File: src/rtl/inside_search_ctrl.sv
// inside_search_ctrl: sequential set-membership lookup engine.
// A small writable table of (value, enable) entries is scanned one entry
// per clock for a search key; the first enabled entry whose value equals
// the key is reported as a hit together with its index.
//
// Handshake rule for both the request and response ports: a transfer
// happens at a rising CLK edge where valid and ready are both high. The
// producer holds valid and its payload stable until that edge. The ready
// outputs of this block do not depend on the matching valid input.
//
// IDX_W must equal clog2(DEPTH) (minimum 1); DEPTH may be 2..256.
module inside_search_ctrl #(
  parameter int WIDTH = 8,
  parameter int DEPTH = 4,
  parameter int IDX_W = 2
) (
  input  logic             CLK,
  input  logic             RST_N,
  input  logic             CFG_WE,
  input  logic [IDX_W-1:0] CFG_ADDR,
  input  logic [WIDTH-1:0] CFG_DATA,
  input  logic             CFG_EN,
  output logic             CFG_READY,
  input  logic             REQ_VALID,
  output logic             REQ_READY,
  input  logic [WIDTH-1:0] REQ_DATA,
  output logic             RESP_VALID,
  input  logic             RESP_READY,
  output logic             RESP_HIT,
  output logic [IDX_W-1:0] RESP_IDX,
  output logic             BUSY,
  output logic [1:0]       DBG_STATE
);

  typedef enum logic [1:0] {
    IDLE   = 2'd0,
    SEARCH = 2'd1,
    RESP   = 2'd2
  } state_t;

  state_t             state, state_d;
  logic [WIDTH-1:0]   key, key_d;
  logic [IDX_W-1:0]   ptr, ptr_d;
  logic               hit_q, hit_d;
  logic [IDX_W-1:0]   idx_q, idx_d;

  logic [WIDTH-1:0]   tbl_val [DEPTH];
  logic [DEPTH-1:0]   tbl_en;

  logic               match;
  logic               last;
  logic               addr_ok;
  logic               cfg_apply;

  // Current-entry comparison; a disabled entry never matches.
  always_comb begin
    match     = tbl_en[ptr] && (tbl_val[ptr] == key);
    last      = (ptr == IDX_W'(DEPTH - 1));
    addr_ok   = (32'(CFG_ADDR) < 32'(DEPTH));
    cfg_apply = (state == IDLE) && CFG_WE && addr_ok;
  end

  // Next-state and next-datapath logic for the scan controller.
  always_comb begin
    state_d = state;
    key_d   = key;
    ptr_d   = ptr;
    hit_d   = hit_q;
    idx_d   = idx_q;
    case (state)
      IDLE: begin
        if (REQ_VALID) begin
          key_d   = REQ_DATA;
          ptr_d   = '0;
          state_d = SEARCH;
        end
      end
      SEARCH: begin
        if (match) begin
          hit_d   = 1'b1;
          idx_d   = ptr;
          state_d = RESP;
        end else if (last) begin
          hit_d   = 1'b0;
          idx_d   = '0;
          state_d = RESP;
        end else begin
          ptr_d = ptr + IDX_W'(1);
        end
      end
      RESP: begin
        if (RESP_READY) begin
          state_d = IDLE;
        end
      end
      default: state_d = IDLE;
    endcase
  end

  // State and datapath registers; reset discards any in-flight search.
  always_ff @(posedge CLK) begin
    if (!RST_N) begin
      state <= IDLE;
      key   <= '0;
      ptr   <= '0;
      hit_q <= 1'b0;
      idx_q <= '0;
    end else begin
      state <= state_d;
      key   <= key_d;
      ptr   <= ptr_d;
      hit_q <= hit_d;
      idx_q <= idx_d;
    end
  end

  // Table storage: writes land only while idle, so a write issued in the
  // same cycle as a request accept is visible to that search.
  always_ff @(posedge CLK) begin
    if (!RST_N) begin
      for (int i = 0; i < DEPTH; i++) begin
        tbl_val[i] <= '0;
      end
      tbl_en <= '0;
    end else if (cfg_apply) begin
      tbl_val[CFG_ADDR] <= CFG_DATA;
      tbl_en[CFG_ADDR]  <= CFG_EN;
    end
  end

  // Output decode: responses come straight from registers.
  always_comb begin
    REQ_READY  = (state == IDLE) && RST_N;
    CFG_READY  = (state == IDLE) && RST_N;
    RESP_VALID = (state == RESP);
    RESP_HIT   = hit_q;
    RESP_IDX   = idx_q;
    BUSY       = (state == SEARCH) || (state == RESP);
    DBG_STATE  = state;
  end

endmodule

File: config.mk
export PLATFORM = sky130hd
export DESIGN_NAME = inside_search_ctrl
export DESIGN_NICKNAME = d
export VERILOG_FILES = /design/src/rtl/inside_search_ctrl.sv
export SDC_FILE = /design/constraint.sdc
export NUM_CORES = 1
export LEC_CHECK = 0
export ABC_AREA = 1
export CELL_PAD_IN_SITES_DETAIL_PLACEMENT = 1
export CELL_PAD_IN_SITES_GLOBAL_PLACEMENT = 2
export CORE_MARGIN = 5
export CORE_UTILIZATION = 35
export CTS_CLUSTER_SIZE = 12
export DETAILED_ROUTE_END_ITERATION = 6
export PLACE_DENSITY_LB_ADDON = 0.05
export SYNTH_ARGS = -nofsm -noshare
export SYNTH_HDL_FRONTEND = slang
export SYNTH_SLANG_ARGS = --single-unit
File: constraint.sdc
create_clock -name CLK -period 3.07 [get_ports CLK]
set_input_delay 0.921 -clock CLK [delete_from_list [all_inputs] [get_ports CLK]]
set_output_delay 0.921 -clock CLK [all_outputs]
set_load 0.005 [all_outputs]
* Yosys cells after proc, flatten, opt, wreduce, memory -nomap -nowiden
Memories as Yosys holds them, arrays and structs flattened. A register that Yosys moved wholly into a read port is not among the register bits. Index checks and enable logic that the tools add are counted.
Cells by class: add/subtract/negate cells 1, magnitude comparators 3, eq/ne operators 9, muxes and demuxes 27, reduce and logical (&&, ||, !) cells 13
Operators by type and width (number):
- two-way mux 2 bit | 12
- two-way mux 1 bit | 9
- == test 8 bit | 1
- two-way mux 8 bit | 1
- OR reduction 8 bit | 1
- < comparator 2 x 3 -> 1 bit (second input constant) | 2
- inequality test 2 bit (second input constant) | 3
- case mux 2 bit (3 select lines) | 1
- bitwise mux 4 bit | 1
- == test 2 bit (second input constant) | 2
- logical AND 1 bit | 4
- case mux 2 bit (2 select lines) | 1
- AND reduction 2 bit | 2
- AND reduction 4 bit | 1
- nonzero test 2 bit | 2
- inequality test 3 bit (second input constant) | 1
- AND reduction 3 bit | 1
- adder 2 x 1 -> 2 bit (second input constant) | 1
- binary-select mux 1 bit (select 2 bit) | 1
- demux 1 bit (select 2 bit) | 1
- == test 2 x 1 -> 1 bit (second input constant) | 1
- greater-or-equal comparator 2 x 1 -> 1 bit (second input constant) | 1
- zero test 2 bit | 1
- inequality test 2 x 1 -> 1 bit (second input constant) | 1
- logical OR 1 bit | 1
Word-level totals: bits in registers 19, memory bits (writable) 32, input port bits 24, output and inout port bits 9, word-level logic and storage cells 60, memories 1
Memory list:
- tbl_val | words 4, bits a word 8, rd ports 1, clocked after Yosys merged registers in 1, wr ports 4, line 47 | logic [WIDTH-1:0] tbl_val [DEPTH];

* Logic depth before layout (Yosys ltp)
depth in word-level cells 7, mapped depth 16

* Worst setup path before layout
OpenSTA, ideal clock, no wires.
path type input to output, from in RST_N, to out REQ_READY, arrival 1658 ps, required time 2149 ps, setup slack 491 ps, stages 5, buffers on the path 3, cell sequence clkbuf_1 -> clkbuf_1 -> nand2_1 -> inv_1 -> buf_4
On the way: cells in the longest elaborated chain, start to end 1
Ends and longest elaborated chain:
- from (decl) | line 18 | input logic RST_N,
- logical AND 1 bit
- to (decl) | line 25 | output logic REQ_READY,
No other way between the ends.

* Worst setup path after layout
from in RST_N, to out CFG_READY
On the way: cells in the longest elaborated chain, start to end 1
Ends and longest elaborated chain:
- logical AND 1 bit | line 134 | CFG_READY = (state == IDLE) && RST_N;
- to (decl) | line 23 | output logic CFG_READY,
No other way between the ends.

==> summary.md <==
| Metric | Value |
|---|---|
| Clock sinks | `between 50 and 60` |
| Die Area | `about 0.009 sq mm` |
| FF+latch area | `approximately 0.0014 sq mm` |
| Clk_skew | `roughly 0.0086 ns` |
| Post-CTS Resized | `0` |
| TNS Setup | `0 ns` |
| Most common cell in the netlist | `nand2_1` |
| Synth top area cells | `edfxtp_1, dfxtp_1, nand2_1` |
| DP Area | `slightly below 0.003 sq mm` |
| Total GRT Usage | `about 15%` |
| Pwr dens | `roughly 740 mW/mm^2` |
| Syn avg cell area | `between 8 and 9 sq um` |
| CP endpoint kind | `primary output` |
| Max-slew violations | `0` |
| Placed Instances | `about 430` |
| Root Buffer | `clkbuf_8` |
| Post-DP HPWL | `4.63 mm` |
| Clk_lat worst skew | `~0.3 ns` |
| Synth-to-Final Area Change | `21.5%` |
| Unique masters post-synth | `29` |
| Period minus WS final | `roughly 3 ns` |
| Fmax | `around 330 MHz` |
| Die Ht | `95 um` |
| Final Hold Vio Count | `0` |
| GP Congestion | `roughly 0.74` |
| Number of diodes | `0` |
| Via count | `around 2,000` |
| Asr flop ratio synth | `0%` |
| Setup Buffers After CTS | `0` |
| Finished Cell Area | `between 0.003 and 0.004 sq mm` |
| Synth area leader | `edfxtp_1` |
| Die W | `95 um` |
| Mapped Area | `roughly 0.0025 sq mm` |
| CTS tree | `yes` |
| Synth Area in Compound Gates | `around 5%` |
| Mapped Nets | `about 330` |
| CP Cell Sequence | `clkdlybuf4s50_1, nand2_1, inv_1, clkdlybuf4s50_1` |
| Post-Synth Simple-Gate Area | `29.2%` |
| Share of cells above drive strength 1 | `under 10%` |
| Via density | `roughly 4.6` |
| Final worst path period share | `between 90% and 100%` |
| Routed wire per std cell | `about 14 um` |
| CP startpoint kind | `input port` |
| CORE AREA | `a little over 0.007 sq mm` |
| Drt pass-1 iters | `4` |
| Maximum vdd drop | `~0.25 mV` |
| Final std cells w/o fill | `436` |
| Synth Area in XOR/XNOR | `0.693%` |
| Vias in the first global route | `between 2,000 and 2,500` |
| GRT overflow | `0` |
| Crit path max fanout | `2` |
| Synth top area share | `between 30% and 40%` |
| Multiplexer share of the synthesized area | `0%` |
| Count of flip-flops with a built-in enable after synthesis | `32` |
| DRT antenna net count | `0` |
| Top_reg_cell synth | `edfxtp_1` |
| First-pass GRT wire length | `approximately 10 mm` |
| Row Count | `31` |
| CP most frequent cell | `clkdlybuf4s50_1` |
| Synthesis warning total | `0` |
| Initial antenna violation count | `0` |
| Final Util | `between 40% and 50%` |
| Routed wire length | `around 6 mm` |
| Multi-input logic area | `roughly 940 sq um` |
| Commonest cells post-synth | `nand2_1, nor2_1, edfxtp_1` |
| Critical path type | `in2out` |
| Seq/Total Area, Yosys | `between 50% and 60%` |
| Post-route DRC | `0` |
| CTS Hold Buffers Added | `0` |
| Arr. time, crit path | `roughly 2.1 ns` |
| Io pins | `33` |
| IO buf count | `32` |
| Final-report setup violation count | `0` |
| Pin count of the biggest net entering global routing | `19` |
| Status | `finished clean` |
| Adder and majority cell fraction of the synthesized area | `2.47%` |
| Initial Util | `around 35%` |
| Critical-path top delay cell | `clkdlybuf4s50_1` |
| # H-tree levels | `2` |
| Slowest stage delay, CP | `0.50 ns` |
| Main combinational cell family by area after synthesis | `simple AND/OR/NAND/NOR gates` |
| Yosys reg bits | `53` |
| Worst EP required | `roughly 2.2 ns` |
| CTS clk-pin slew, worst paths | `around 0.09 ns` |
| DRT iter0 DRCs | `47` |
| RSZ-0062 raised after global routing | `false` |
| Total Nets Final | `365` |
| Static Leak | `about 1.3 nW` |
| Max_cap viols | `0` |
| Worst relative slew slack | `between 60 and 70%` |
| Worst Hold Class | `reg2reg` |
| Syn Inst Count | `300` |
| CTS buffer count | `5` |
| Max Buffers Root-to-Sink | `2` |
| Fillers | `891` |
| Worst-Margin Slew | `about 0.53 ns` |
worst max-delay path, delay by kind of cell:
family,cells,cell delay [ns]
AND/OR/NAND/NOR,1,0.08
buffers and inverters,3,1.08
report_power, final:
group	leakage, nW	internal, mW	switching, mW
Clock	0.0554	0.245	0.228
Combinational	0.721	0.328	0.514
Sequential	0.506	0.869	0.0938
per-layer routing:
| metal | global-route usage (%) | up-vias | routed length [um] |
|---|---|---|---|
| met3 | 2.79 | 5 | 154 |
| li1 | - | 1026 | - |
| met1 | 18.6 | 931 | 2780 |
| met2 | 26.5 | 24 | 3100 |
| met4 | 3.61 | 0 | 63 |
| met5 | 0 | - | 0 |
metrics by stage:
step	hold WS [ns]	setup WS (ns)	total power, mW
after floorplan	0.445	0.491	1.56
after global placement	0.458	0.0499	1.82
after detailed placement	0.468	0.0466	1.85
after CTS	0.486	0.0454	2.32
after global routing	0.504	0.00226	2.46
final	0.481	0.0656	2.28
cell usage in the layout, fill, tap and decap left out, drive strengths merged:
master         synthesis  final
nor3                   2      2
a21oi                 11     11
clkbuf                 4      6
o21ai                 10     10
edfxtp                32     32
clkinv                 5      6
bufinv                 0      1
nor2                  46     46
nand2                 89     89
nand4                  2      2
nand3b                 3      3
xor2                   1      1
buf                    5      6
nand3                 28     28
xnor2                  1      1
a22oi                  1      1
inv                   32     32
dfxtp                 21     21
clkdlybuf4s50          0     32
o22ai                  2      2
ha                     5      5
final cells by class:
| cell class | count | area share [%] |
|---|---|---|
| inverters | 37 | 4.73 |
| flip-flops and latches | 53 | 45.0 |
| clock inverters | 2 | 1.26 |
| repair buffers | 38 | 11.9 |
| well taps | 99 | 4.03 |
| multi-input cells | 201 | 30.8 |
| clock buffers | 6 | 2.36 |
final timing paths:
| check | from | slack [ns] | end | cells after the start |
|---|---|---|---|---|
| setup / recovery | RST_N | 0.07 | CFG_READY | 4 |
| hold / removal | RESP_HIT | 0.48 | RESP_HIT | 2 |
| setup reg to reg | register | 0.97 | register | 14 |
| hold reg to reg | RESP_HIT | 0.48 | RESP_HIT | 2 |
cells by family (layout without fill, tap and decap cells):
family	count (synthesis)	after routing
AOI/OAI and AO/OA	24	24
xor gates and xnor gates	2	2
and+or+nand+nor	170	170
adders and majority gates	5	5
buffers and inverters	46	83
DFF	53	53
flip-flops by register name, summed over array words and instances, names as in the netlist, named ones only:
signal / cells
ptr: 2
tbl_en: 4
tbl_val: 32
RESP_HIT: 1
RESP_IDX: 2
key: 8
DBG_STATE: 2
(Power assumes the default switching activity.)
